[src/rtl/serial_link_pkg.sv]
// Shared types for the serial link PHY controller: TX beat type and the
// controller state encoding.
package serial_link_pkg;

  typedef logic [15:0] phy_data_t;

  typedef enum logic [2:0] {
    IDLE  = 3'd0,
    LINK  = 3'd1,
    RAW   = 3'd2,
    DRAIN = 3'd3,
    APPLY = 3'd4
  } phy_ctrl_state_e;

endpackage

[src/rtl/serial_link_phy_ctrl.sv]
// PHY TX front-end: muxes data-link or raw test-pattern beats onto the PHY and
// applies clock-divider/shift config only after the line has been idle.
module serial_link_phy_ctrl #(
  parameter type         phy_data_t      = serial_link_pkg::phy_data_t,
  parameter int unsigned MaxClkDiv       = 32,
  parameter int unsigned IdleCycles      = 2,
  parameter int unsigned ResetClkDiv     = 8,
  parameter int unsigned ResetShiftStart = 2,
  parameter int unsigned ResetShiftEnd   = 6
) (
  input  logic                             clk_i,
  input  logic                             rst_ni,
  input  logic [$clog2(MaxClkDiv):0]       cfg_clk_div_i,
  input  logic [$clog2(MaxClkDiv):0]       cfg_shift_start_i,
  input  logic [$clog2(MaxClkDiv):0]       cfg_shift_end_i,
  input  logic                             cfg_update_i,
  output logic                             cfg_busy_o,
  output logic                             cfg_error_o,
  output logic [$clog2(MaxClkDiv):0]       clk_div_o,
  output logic [$clog2(MaxClkDiv):0]       clk_shift_start_o,
  output logic [$clog2(MaxClkDiv):0]       clk_shift_end_o,
  input  logic                             raw_en_i,
  input  phy_data_t                        link_data_i,
  input  logic                             link_valid_i,
  output logic                             link_ready_o,
  input  phy_data_t                        raw_data_i,
  input  logic                             raw_valid_i,
  output logic                             raw_ready_o,
  output phy_data_t                        phy_data_o,
  output logic                             phy_valid_o,
  input  logic                             phy_ready_i,
  output serial_link_pkg::phy_ctrl_state_e dbg_state_o
);
  import serial_link_pkg::*;

  localparam int unsigned CW   = $clog2(MaxClkDiv) + 1;
  localparam int unsigned CntW = (IdleCycles > 0) ? $clog2(IdleCycles + 1) : 1;
  localparam logic [CntW-1:0] CntMax = CntW'(IdleCycles);

  // Handshake: a beat transfers on a cycle where valid and ready are both high;
  // once valid is raised it stays high with stable data until that cycle.

  phy_ctrl_state_e r_state;
  logic            r_pending;
  logic            r_err;
  logic [CntW-1:0] r_cnt;
  logic [CW-1:0]   r_sh_div, r_sh_start, r_sh_end;
  logic [CW-1:0]   r_div, r_start, r_end;

  logic w_raw_mode;
  logic w_sel_valid;
  logic w_switch;
  logic w_cfg_ok;
  logic w_cnt_done;

  assign w_raw_mode  = (r_state == RAW);
  assign w_sel_valid = w_raw_mode ? raw_valid_i : link_valid_i;
  assign w_switch    = r_pending || (raw_en_i != w_raw_mode);
  assign w_cfg_ok    = (cfg_clk_div_i != '0) &&
                       (cfg_shift_start_i < cfg_clk_div_i) &&
                       (cfg_shift_end_i < cfg_clk_div_i);
  assign w_cnt_done  = ((32'(r_cnt) + 32'd1) >= IdleCycles);

  always_comb begin
    phy_data_o   = link_data_i;
    phy_valid_o  = 1'b0;
    link_ready_o = 1'b0;
    raw_ready_o  = 1'b0;
    case (r_state)
      LINK: begin
        phy_data_o   = link_data_i;
        phy_valid_o  = link_valid_i;
        link_ready_o = phy_ready_i;
      end
      RAW: begin
        phy_data_o  = raw_data_i;
        phy_valid_o = raw_valid_i;
        raw_ready_o = phy_ready_i;
      end
      default: ;
    endcase
  end

  always_ff @(posedge clk_i or negedge rst_ni) begin
    if (!rst_ni) begin
      r_state    <= IDLE;
      r_pending  <= 1'b0;
      r_err      <= 1'b0;
      r_cnt      <= '0;
      r_sh_div   <= CW'(ResetClkDiv);
      r_sh_start <= CW'(ResetShiftStart);
      r_sh_end   <= CW'(ResetShiftEnd);
      r_div      <= CW'(ResetClkDiv);
      r_start    <= CW'(ResetShiftStart);
      r_end      <= CW'(ResetShiftEnd);
    end else begin
      r_err <= 1'b0;
      case (r_state)
        IDLE: r_state <= raw_en_i ? RAW : LINK;
        LINK, RAW: begin
          // Leave only on a cycle where no beat is left hanging on the PHY.
          if (w_switch && (!w_sel_valid || phy_ready_i)) begin
            r_state <= DRAIN;
            r_cnt   <= '0;
          end
        end
        DRAIN: begin
          if (w_cnt_done) r_state <= r_pending ? APPLY : IDLE;
          if (r_cnt != CntMax) r_cnt <= r_cnt + CntW'(1);
        end
        APPLY: begin
          r_div     <= r_sh_div;
          r_start   <= r_sh_start;
          r_end     <= r_sh_end;
          r_pending <= 1'b0;
          r_state   <= IDLE;
        end
        default: r_state <= IDLE;
      endcase
      // A request landing in APPLY re-arms pending for the next drain.
      if (cfg_update_i) begin
        if (w_cfg_ok) begin
          r_sh_div   <= cfg_clk_div_i;
          r_sh_start <= cfg_shift_start_i;
          r_sh_end   <= cfg_shift_end_i;
          r_pending  <= 1'b1;
        end else begin
          r_err <= 1'b1;
        end
      end
    end
  end

  assign cfg_busy_o        = r_pending;
  assign cfg_error_o       = r_err;
  assign clk_div_o         = r_div;
  assign clk_shift_start_o = r_start;
  assign clk_shift_end_o   = r_end;
  assign dbg_state_o       = r_state;

endmodule

[config.mk]
export PLATFORM = sky130hd
export DESIGN_NAME = serial_link_phy_ctrl
export DESIGN_NICKNAME = d
export VERILOG_FILES = /design/src/rtl/serial_link_pkg.sv /design/src/rtl/serial_link_phy_ctrl.sv
export SDC_FILE = /design/constraint.sdc
export NUM_CORES = 1
export LEC_CHECK = 0
export CAP_MARGIN = 20
export CORE_MARGIN = 3
export CORE_UTILIZATION = 43
export DETAILED_ROUTE_END_ITERATION = 8
export PLACE_DENSITY = 0.81
export SETUP_SLACK_MARGIN = 0.1
export SLEW_MARGIN = 20
export SYNTH_ARGS = -nofsm -noshare
export SYNTH_HDL_FRONTEND = slang
export SYNTH_SLANG_ARGS = --single-unit
[constraint.sdc]
create_clock -name clk_i -period 2.1 [get_ports clk_i]
set_input_delay 0.525 -clock clk_i [delete_from_list [all_inputs] [get_ports clk_i]]
set_output_delay 0.525 -clock clk_i [all_outputs]
set_load 0.01 [all_outputs]
Yosys cells after proc, flatten, opt, wreduce, memory -nomap -nowiden
Cells that the tools add are included.
{ "totals": {"romBits": 0, "ff_bits": 43, "word_cells": 55, "memories": 0, "ramBits": 0, "out_inout_bits": 42, "input_bits": 57, "latchBits": 0} }
{ "classes": {"bitwise_logic": 0, "addsub": 2, "n_lt_le_gt_ge": 3, "muxes": 18, "mul": 0, "n_eq_ne": 9, "shift": 0, "div_mod_pow": 0, "reduce_logical": 13} }
{ "op_table": {"columns": ["cell", "n"], "rows": [
  ["2-to-1 mux 16 bit", 1],
  ["less-than comparator 6 bit", 2],
  ["2-to-1 mux 3 bit", 3],
  ["one-hot mux 3 bit (3 select lines)", 1],
  ["2-to-1 mux 1 bit", 8],
  ["inequality test 2 bit (second input constant)", 4],
  ["== test 3 x 2 -> 1 bit (second input constant)", 2],
  ["2-to-1 mux 2 bit", 3],
  ["nonzero test 6 bit", 1],
  ["one-hot mux 2 bit (2 select lines)", 1],
  ["AND reduction 2 bit", 2],
  ["adder 2 x 1 -> 3 bit (second input constant)", 1],
  ["== test 3 x 1 -> 1 bit (second input constant)", 1],
  ["== test 3 bit (second input constant)", 1],
  [">= comparator 3 x 2 -> 1 bit (second input constant)", 1],
  ["logical AND 1 bit", 3],
  ["zero test 3 bit", 1],
  ["AND reduction 3 bit", 1],
  ["adder 2 x 1 -> 2 bit (second input constant)", 1],
  ["logical OR 1 bit", 2],
  ["one-hot mux 1 bit (2 select lines)", 1],
  ["nonzero test 2 bit", 1],
  ["OR reduction 2 bit", 1],
  ["zero test 1 bit", 1],
  ["inequality test 1 bit", 1]
]} }

Longest topological paths before layout
Gate-level depths: netlist (run 1).
{ "logic_depth": {"depth_word": 7, "mapped_depth": 9, "mapped_depth_nobuf": 7} }

Worst setup path before layout (run 1)
Ideal clock, no wire load.
{ "synth_path": {"path_kind": "input to register", "start": "input cfg_clk_div_i[4]", "end": "register r_sh_div[4]", "path_slack_ns": -0.168, "required_ns": 1.975, "path_buffers": 2, "arrival_ns": 2.143, "cell_stages": 9, "setup_time_ns": 0.125, "path_cell_list": "inv_1 ha_1 a21o_2 nand2_1 o311ai_1 nor4b_2 buf_6 buf_12 mux2_4"} }
{ "synth_between": {"elab_chain_cells": 4, "word_cells_on_any_way": 6, "cone_classes": "order compare: 2; reduce/logical: 4"} }
{ "synth_lines": {"columns": ["item", "line", "rtl"], "rows": [
  ["start: declaration", "serial_link_phy_ctrl.sv:13", "input logic [$clog2(MaxClkDiv):0] cfg_clk_div_i,"],
  ["less-than comparator 6 bit / nonzero test 6 bit (equally long branches)", "serial_link_phy_ctrl.sv:60, serial_link_phy_ctrl.sv:59", null],
  ["logical AND 1 bit", "serial_link_phy_ctrl.sv:59", "assign w_cfg_ok = (cfg_clk_div_i != '0) &&"],
  ["logical AND 1 bit", "serial_link_phy_ctrl.sv:60", "(cfg_shift_start_i < cfg_clk_div_i) &&"],
  ["AND reduction 2 bit (no source line)", null, null],
  ["end signal: assignment", "serial_link_phy_ctrl.sv:90", "r_sh_div <= CW'(ResetClkDiv);"],
  ["end signal: assignment", "serial_link_phy_ctrl.sv:123", "r_sh_div <= cfg_clk_div_i;"],
  ["end: declaration", "serial_link_phy_ctrl.sv:47", "logic [CW-1:0] r_sh_div, r_sh_start, r_sh_end;"]
]} }
Parallel ways exist; a longest one is shown, timed or not.
A chain may end at the register's enable or synchronous reset.

Worst setup path after layout (run 1)
{ "layout_path": {"start": "register r_state[2], in the netlist dbg_state_o[2]", "end": "output phy_data_o[6]"} }
{ "layout_between": {"elab_chain_cells": 2} }
{ "layout_lines": {"columns": ["item", "line", "rtl"], "rows": [
  ["start: declaration", "serial_link_phy_ctrl.sv:43", "phy_ctrl_state_e r_state;"],
  ["start signal: assignment", "serial_link_phy_ctrl.sv:99", "IDLE: r_state <= raw_en_i ? RAW : LINK;"],
  ["start signal: assignment", "serial_link_phy_ctrl.sv:108", "if (w_cnt_done) r_state <= r_pending ? APPLY : IDLE;"],
  ["== test 3 x 2 -> 1 bit", "serial_link_phy_ctrl.sv:69", "case (r_state)"],
  ["2-to-1 mux 16 bit", "serial_link_phy_ctrl.sv:69", null],
  ["end: declaration", "serial_link_phy_ctrl.sv:29", "output phy_data_t phy_data_o,"]
]} }
No other way between the ends.

==> results.tsv, run 1 <==
metric	value	unit
Yosys top cell area share	0.378	
sequential share of the synthesized area	0.468	
TritonCTS clock tree	built	
clk slew on worst S/H paths	80	ps
Post-synth EDFFs	0	
top cells by count, synth	mux2_2 (43), dfrtp_1 (35), ha_1 (12), mux2_4 (10), inv_1 (9)	
Met3 Wirelength	520	um
cell taking the most area after synthesis	dfrtp_1	
final WL	6180	um
first-pass GRT wire length	9580	um
Pre-Repair DR Iteration Count	4	
maximum buffer depth of the clock tree	2	
WL per Instance	16.2	um
Final #Nets	380	
Tmin final	2170	ps
I/O Pins	99	
Syn Nets	247	
number of buffers created by CTS	5	
Cell variety after synth	38	
# rows	26	
initial antenna violation count	0	
Worst Setup End Kind	output port	
final worst slack	-69.9	ps
hold slack	243	ps
Place WS	-793	ps
CP Launch Type	flip-flop	
crit share post-route	1.03	
DRT antenna net count	0	
most frequent CP cell	buf_6	
actual slew at the worst max-slew pin	638	ps
Mapped Cells	178	
clk_skew	6.83	ps
drt drc	0	
Final Hold Violating Endpoints	0	
CP arrival	1640	ps
Final Util	0.790	
area grow syn2layout	76.1	%
metal1 wirelength	2430	um
vias in the first global route	2020	
CP max FO	8	
grt ovf	0	
Crit path largest cell delay	410	ps
worst min-delay path category	input pin to asynchronous set/reset pin	
gr usage total	0.194	
worst endpoint required time	1570	ps
top layer in use	met4	
Power, Total	0.00455	W
met2 WL	3170	um
Num Clock Sinks	43	
Final setup viols	16	
Synth Cell Area	2320	um^2
RSZ-0062 raised after global routing	yes	
Root Driver	clkbuf_8	
die width	79.5	um
Post-Syn Area per Cell	13.0	um^2
routed vias	1893	
Syn. warnings	0	
fin area	4090	um^2
GPL Wtd Cong	0.770	
VDD IR max	0.791	mV
die area	6310	um^2
htree depth	2	
share of synthesized flip-flops with an asynchronous set or reset	1.00	
worst skew pair latency	300	ps
Synth Register Bits	43	
Crit Path Class	flip-flop to output port	
layout cell share with drive strength beyond 1	0.545	
pwr dens	1110	nW/um^2
top cells by area, synth	dfrtp_1 (38%), mux2_2 (21%), dfstp_2 (9.1%), ha_1 (6.5%), mux2_4 (6.5%)	
outcome	finished, violations left	
static leakage	1.85	nW
n_diodes	0	
Port Buffers	98	
final max-slew violation count	0	
top-count cell post-synth	mux2_2	
max_slew headroom	0.575	
initial drt markers	101	
pin count of the biggest net entering global routing	31	
area of placed instances	3660	um^2
CP max stage cell	dfrtp_1	
detailed placement HPWL	4320	um
Die Ht	79.5	um
predominant post-synthesis flop cell	dfrtp_1	
fmax	461	MHz
DR vias/cell	4.96	
Initial Util	0.448	
CP Cell Sequence	nor3b_4 -> buf_6 -> buf_16 -> mux2_4 -> buf_6	
failing checks	negative setup slack	
Core ar.	5170	um^2
Max-Cap Viols	0	
[sequential cells by signal (all words and copies together), names as in the netlist]
register           count
r_sh_div               6
clk_div_o              6
clk_shift_end_o        6
clk_shift_start_o      6
r_sh_end               6
cfg_busy_o             1
cfg_error_o            1
r_sh_start             6
r_cnt                  2
dbg_state_o            3
[per-stage QoR]
step,cells,TNS (ps)
2_1_floorplan,178,-345
3_3_place_gp,365,-15690
3_5_place_dp,365,-16680
4_1_cts,380,-1400
5_1_grt,382,-1830
6_report,382,-987
[path summary, 6_finish.rpt]
check / from / end / slack, ps / cells past startpoint
worst max-delay path: dbg_state_o[2] / phy_data_o[6] / -70 / 5
worst min-delay path: rst_ni / clk_shift_start_o[0] / 240 / 1
worst max register to register: dbg_state_o[2] / r_cnt[0] / 260 / 7
worst min register to register: clk_shift_start_o[2] / clk_shift_start_o[2] / 510 / 1
max in group asynchronous: rst_ni / clk_div_o[4] / 1300 / 2
min in group clk_i: cfg_shift_start_i[5] / r_sh_start[5] / 460 / 2
[cells in the final DEF, fill, tap and decap left out, types with 2 or more instances in the layout]
| master | netlist | layout |
|---|---|---|
| a21o_2 | 2 | 2 |
| a21oi_1 | 6 | 3 |
| a21oi_2 | 1 | 3 |
| a31oi_1 | 2 | 2 |
| buf_2 | 3 | 7 |
| buf_4 | 1 | 28 |
| buf_6 | 2 | 23 |
| buf_8 | 0 | 3 |
| bufinv_16 | 0 | 2 |
| clkbuf_2 | 0 | 4 |
| clkbuf_8 | 0 | 5 |
| clkdlybuf4s15_1 | 0 | 3 |
| clkdlybuf4s50_1 | 0 | 58 |
| dfrtp_1 | 35 | 35 |
| dfstp_2 | 8 | 8 |
| dlygate4sd2_1 | 0 | 2 |
| dlymetal6s2s_1 | 0 | 4 |
| ha_1 | 12 | 4 |
| ha_4 | 0 | 7 |
| inv_1 | 9 | 4 |
| inv_2 | 0 | 2 |
| mux2_2 | 43 | 18 |
| mux2_4 | 10 | 35 |
| nand2_1 | 5 | 3 |
| nand2_2 | 0 | 2 |
| nand2b_1 | 4 | 2 |
| nand2b_4 | 0 | 2 |
| nand3b_1 | 2 | 2 |
| nand4_1 | 2 | 2 |
| nor2_1 | 6 | 5 |
| nor2b_1 | 2 | 2 |
| nor3_1 | 2 | 2 |
| o21ai_1 | 1 | 2 |
[metal layers]
metal | up-vias | track usage
met2 | 86 | 0.359
met5 | - | 0
li1 | 904 | -
met3 | 7 | 0.0609
met1 | 896 | 0.216
met4 | 0 | 0.0430
[final cells by class]
cell class,instances,area (um^2)
clock inverter,3,67.6
timing repair buffer,135,1310
inverter,9,60.1
clock buffer,5,68.8
multi-input combinational,117,1410
tap,70,87.6
sequential,43,1090
fill,297,1090
[power by group]
part           switching [W]  internal [W]  leakage, nW  total (W)
combinational       0.000901       0.00154         1.27    0.00244
clock               0.000281      0.000474       0.0644   0.000755
sequential          0.000182       0.00117        0.514    0.00135
total                0.00136       0.00318         1.85    0.00455
[critical path: cells and delay by family, from the launching register on]
family                 cells  cell delay, ps
buffers and inverters      3             390
AND/OR/NAND/NOR            1             250
flip-flops                 1             410
multiplexers               1             310
[logic make-up after synthesis]
family                     share of synthesized area
muxes                                          0.278
DFF                                            0.468
AOI/OAI and AO/OA                             0.0620
buffers and inverters                         0.0458
and+or+nand+nor                               0.0814
adders and majority gates                     0.0647
[timing repair]
action / in CTS / in global routing
pin swaps: 13 / 11
hold buffers: 0 / 0
setup buffers: 7 / 3
cloned: 1 / 0
endpoints found under the setup margin: 39 / 37
gates resized for setup: 168 / 36
Note: power is estimated with default switching activity, not from simulation.
==> run 2: changes to the inputs <==
Settings changed: CAP_MARGIN 20 to 10.
==> results of run 2 <==
No change in the layout: final DEF, timing and power equal those of run 1.
==> run 3: changes to the inputs <==
Settings changed: ABC_AREA set to 1, CORE_ASPECT_RATIO set to 1.1, CORE_UTILIZATION 43 to 39, PLACE_DENSITY 0.81 to 0.76.
Clock period 2.1 ns to 1.8 ns, I/O delays scaled along.
==> run 3 against run 2 <==
  * The flow now finishes without violations
  * Count of clock-buffer cells in the layout increased by 1
  * Final area decreased by 2.1%
  * Sequential power increased by 15%
  * Global-route usage decreased by 0.38 points
  * Cell count increased by 39%
  * Combinational power decreased by 4%
  * Clock skew decreased by 2.1 ps
  * Sequential share of layout area increased by 0.56 points
  * Die area increased by 17%
  * Critical endpoint is now phy_data_o[0]
  * Largest cell class unchanged
  * Largest power group unchanged
  * Highest routed layer unchanged
==> results.tsv, run 3 <==
metric	value	unit
outcome	complete, no violations	
Post-Syn Area per Cell	7.67	um^2
clk slew on worst S/H paths	80	ps
crit share post-route	0.997	
pwr dens	1170	nW/um^2
grt ovf	0	
vias in the first global route	2618	
WL per Instance	13.9	um
R2R setup slack	330	ps
TritonCTS clock tree	built	
die area	7390	um^2
CP max stage cell	dfrtp_1	
CP arrival	1340	ps
worst min-delay path category	input pin to asynchronous set/reset pin	
Yosys top cell area share	0.351	
first-pass GRT wire length	11200	um
final max-slew violation count	0	
worst endpoint required time	1350	ps
CP Launch Type	flip-flop	
Final Hold Violating Endpoints	0	
most frequent CP cell	nand2_2	
Crit path largest cell delay	390	ps
Fill cells	496	
Place WS	-518	ps
Synth Cell Area	2490	um^2
Root Driver	clkbuf_8	
VDD IR max	0.675	mV
htree depth	2	
n_diodes	0	
routed vias	2638	
final WL	7350	um
maximum buffer depth of the clock tree	2	
# hold bufs at CTS	0	
DRT antenna net count	0	
actual slew at the worst max-slew pin	518	ps
area grow syn2layout	60.5	%
Max-Cap Viols	0	
Synth Register Bits	43	
Mapped Cells	325	
Initial Util	0.416	
max_slew headroom	0.654	
GPL Wtd Cong	0.875	
gr usage total	0.190	
predominant post-synthesis flop cell	dfrtp_1	
top cells by count, synth	nand2_1 (163), dfrtp_1 (35), inv_1 (22), nand4_1 (22), nor2_1 (16)	
initial drt markers	57	
layout cell share with drive strength beyond 1	0.278	
hold slack	195	ps
Pre-Repair DR Iteration Count	4	
RSZ-0062 raised after global routing	yes	
top cells by area, synth	dfrtp_1 (35%), nand2_1 (25%), dfstp_2 (8.4%), ha_1 (6.0%), nand4_1 (5.5%)	
pin count of the biggest net entering global routing	44	
clk_skew	4.68	ps
final worst slack	5.55	ps
static leakage	2.13	nW
Num Clock Sinks	43	
top-count cell post-synth	nand2_1	
share of synthesized flip-flops with an asynchronous set or reset	1.00	
# rows	29	
Tmin final	1790	ps
CP Cell Sequence	inv_2 -> nand3_4 -> inv_4 -> clkbuf_16 -> nand2_2 -> nand2_2 -> buf_6	
sequential share of the synthesized area	0.436	
worst skew pair latency	300	ps
Final #Nets	521	
cell taking the most area after synthesis	dfrtp_1	
drt drc	0	
most frequent cells in the layout	nand2_1 (144), clkdlybuf4s50_1 (49), dfrtp_1 (35), buf_4 (24), nand4_1 (22)	
Final Util	0.668	
die width	82.2	um
Final setup viols	0	
Worst Setup End Kind	output port	
Port Buffers	98	
Power, Total	0.00469	W
Crit Path Class	flip-flop to output port	
Syn. warnings	0	
initial antenna violation count	0	
TNS Setup	0	ps
Post-synth EDFFs	0	
Cell variety after synth	29	
Core ar.	5990	um^2
fmax	557	MHz
detailed placement HPWL	5130	um
commonest non-fill, non-tap cell in the layout	nand2_1	
number of buffers created by CTS	5	
Die Ht	89.8	um
I/O Pins	99	
Syn Nets	394	
CP max FO	8	
DR vias/cell	4.98	
## run 3: final cells by class
class / instances / area (um^2) / area share
clock inverters: 2 / 35.0 / 0.00876
inverters: 25 / 96.3 / 0.0241
multi-input cells: 246 / 1390 / 0.347
repair buffers: 131 / 1210 / 0.304
flip-flops and latches: 43 / 1090 / 0.271
clock buffers: 6 / 82.6 / 0.0206
well taps: 77 / 96.3 / 0.0241
## run 3: repair_timing
| item | in CTS | in global routing |
|---|---|---|
| pin swaps | 11 | 15 |
| setup endpoints to repair | 48 | 42 |
| resized for setup | 121 | 50 |
| hold endpoints to repair | 0 | 0 |
| gates cloned | 4 | 2 |
| buffers inserted | 2 | 0 |
## run 3: worst paths after layout
kind | from | cells after the start | end
min | rst_ni | 2 | clk_shift_start_o[4]
min in group clk_i | cfg_shift_end_i[5] | 3 | r_sh_end[5]
max | dbg_state_o[0] | 7 | phy_data_o[0]
max reg2reg | dbg_state_o[1] | 7 | r_cnt[0]
min reg2reg | clk_shift_end_o[2] | 2 | clk_shift_end_o[2]
max in group asynchronous | rst_ni | 2 | clk_shift_start_o[1]
## run 3: routing by layer
layer / track usage / part of all wire
met5: 0 / 0
met2: 0.354 / 0.52
met4: 0.0845 / 0.023
met1: 0.188 / 0.36
met3: 0.0500 / 0.097
## run 3: logic make-up (layout without fill, tap and decap cells)
logic type / Yosys count / after routing / synth area share
compound gates: 8 / 8 / 0.0211
fa+ha+maj: 12 / 12 / 0.0602
buf+inv: 39 / 164 / 0.0934
flops: 43 / 43 / 0.436
simple gates: 223 / 226 / 0.390
## run 3: metrics by stage
| step | std cells | cell area (um^2) |
|---|---|---|
| finish | 530 | 4000 |
| global route | 530 | 4000 |
| CTS | 528 | 3840 |
| detailed placement | 514 | 3650 |
| global placement | 514 | 3650 |
| floorplan | 325 | 2490 |
## run 3: power by group
part           total (W)  leakage, nW  internal, W  switching (W)
clock network   0.000787       0.0612     0.000449       0.000338
logic            0.00235         1.55      0.00111        0.00124
registers        0.00155        0.526      0.00134       0.000211
## run 3: critical path, delay by kind of cell (launching register included)
| family | cells | cell delay, ps |
|---|---|---|
| and+or+nand+nor | 3 | 230 |
| buffers and inverters | 4 | 420 |
| DFF | 1 | 390 |
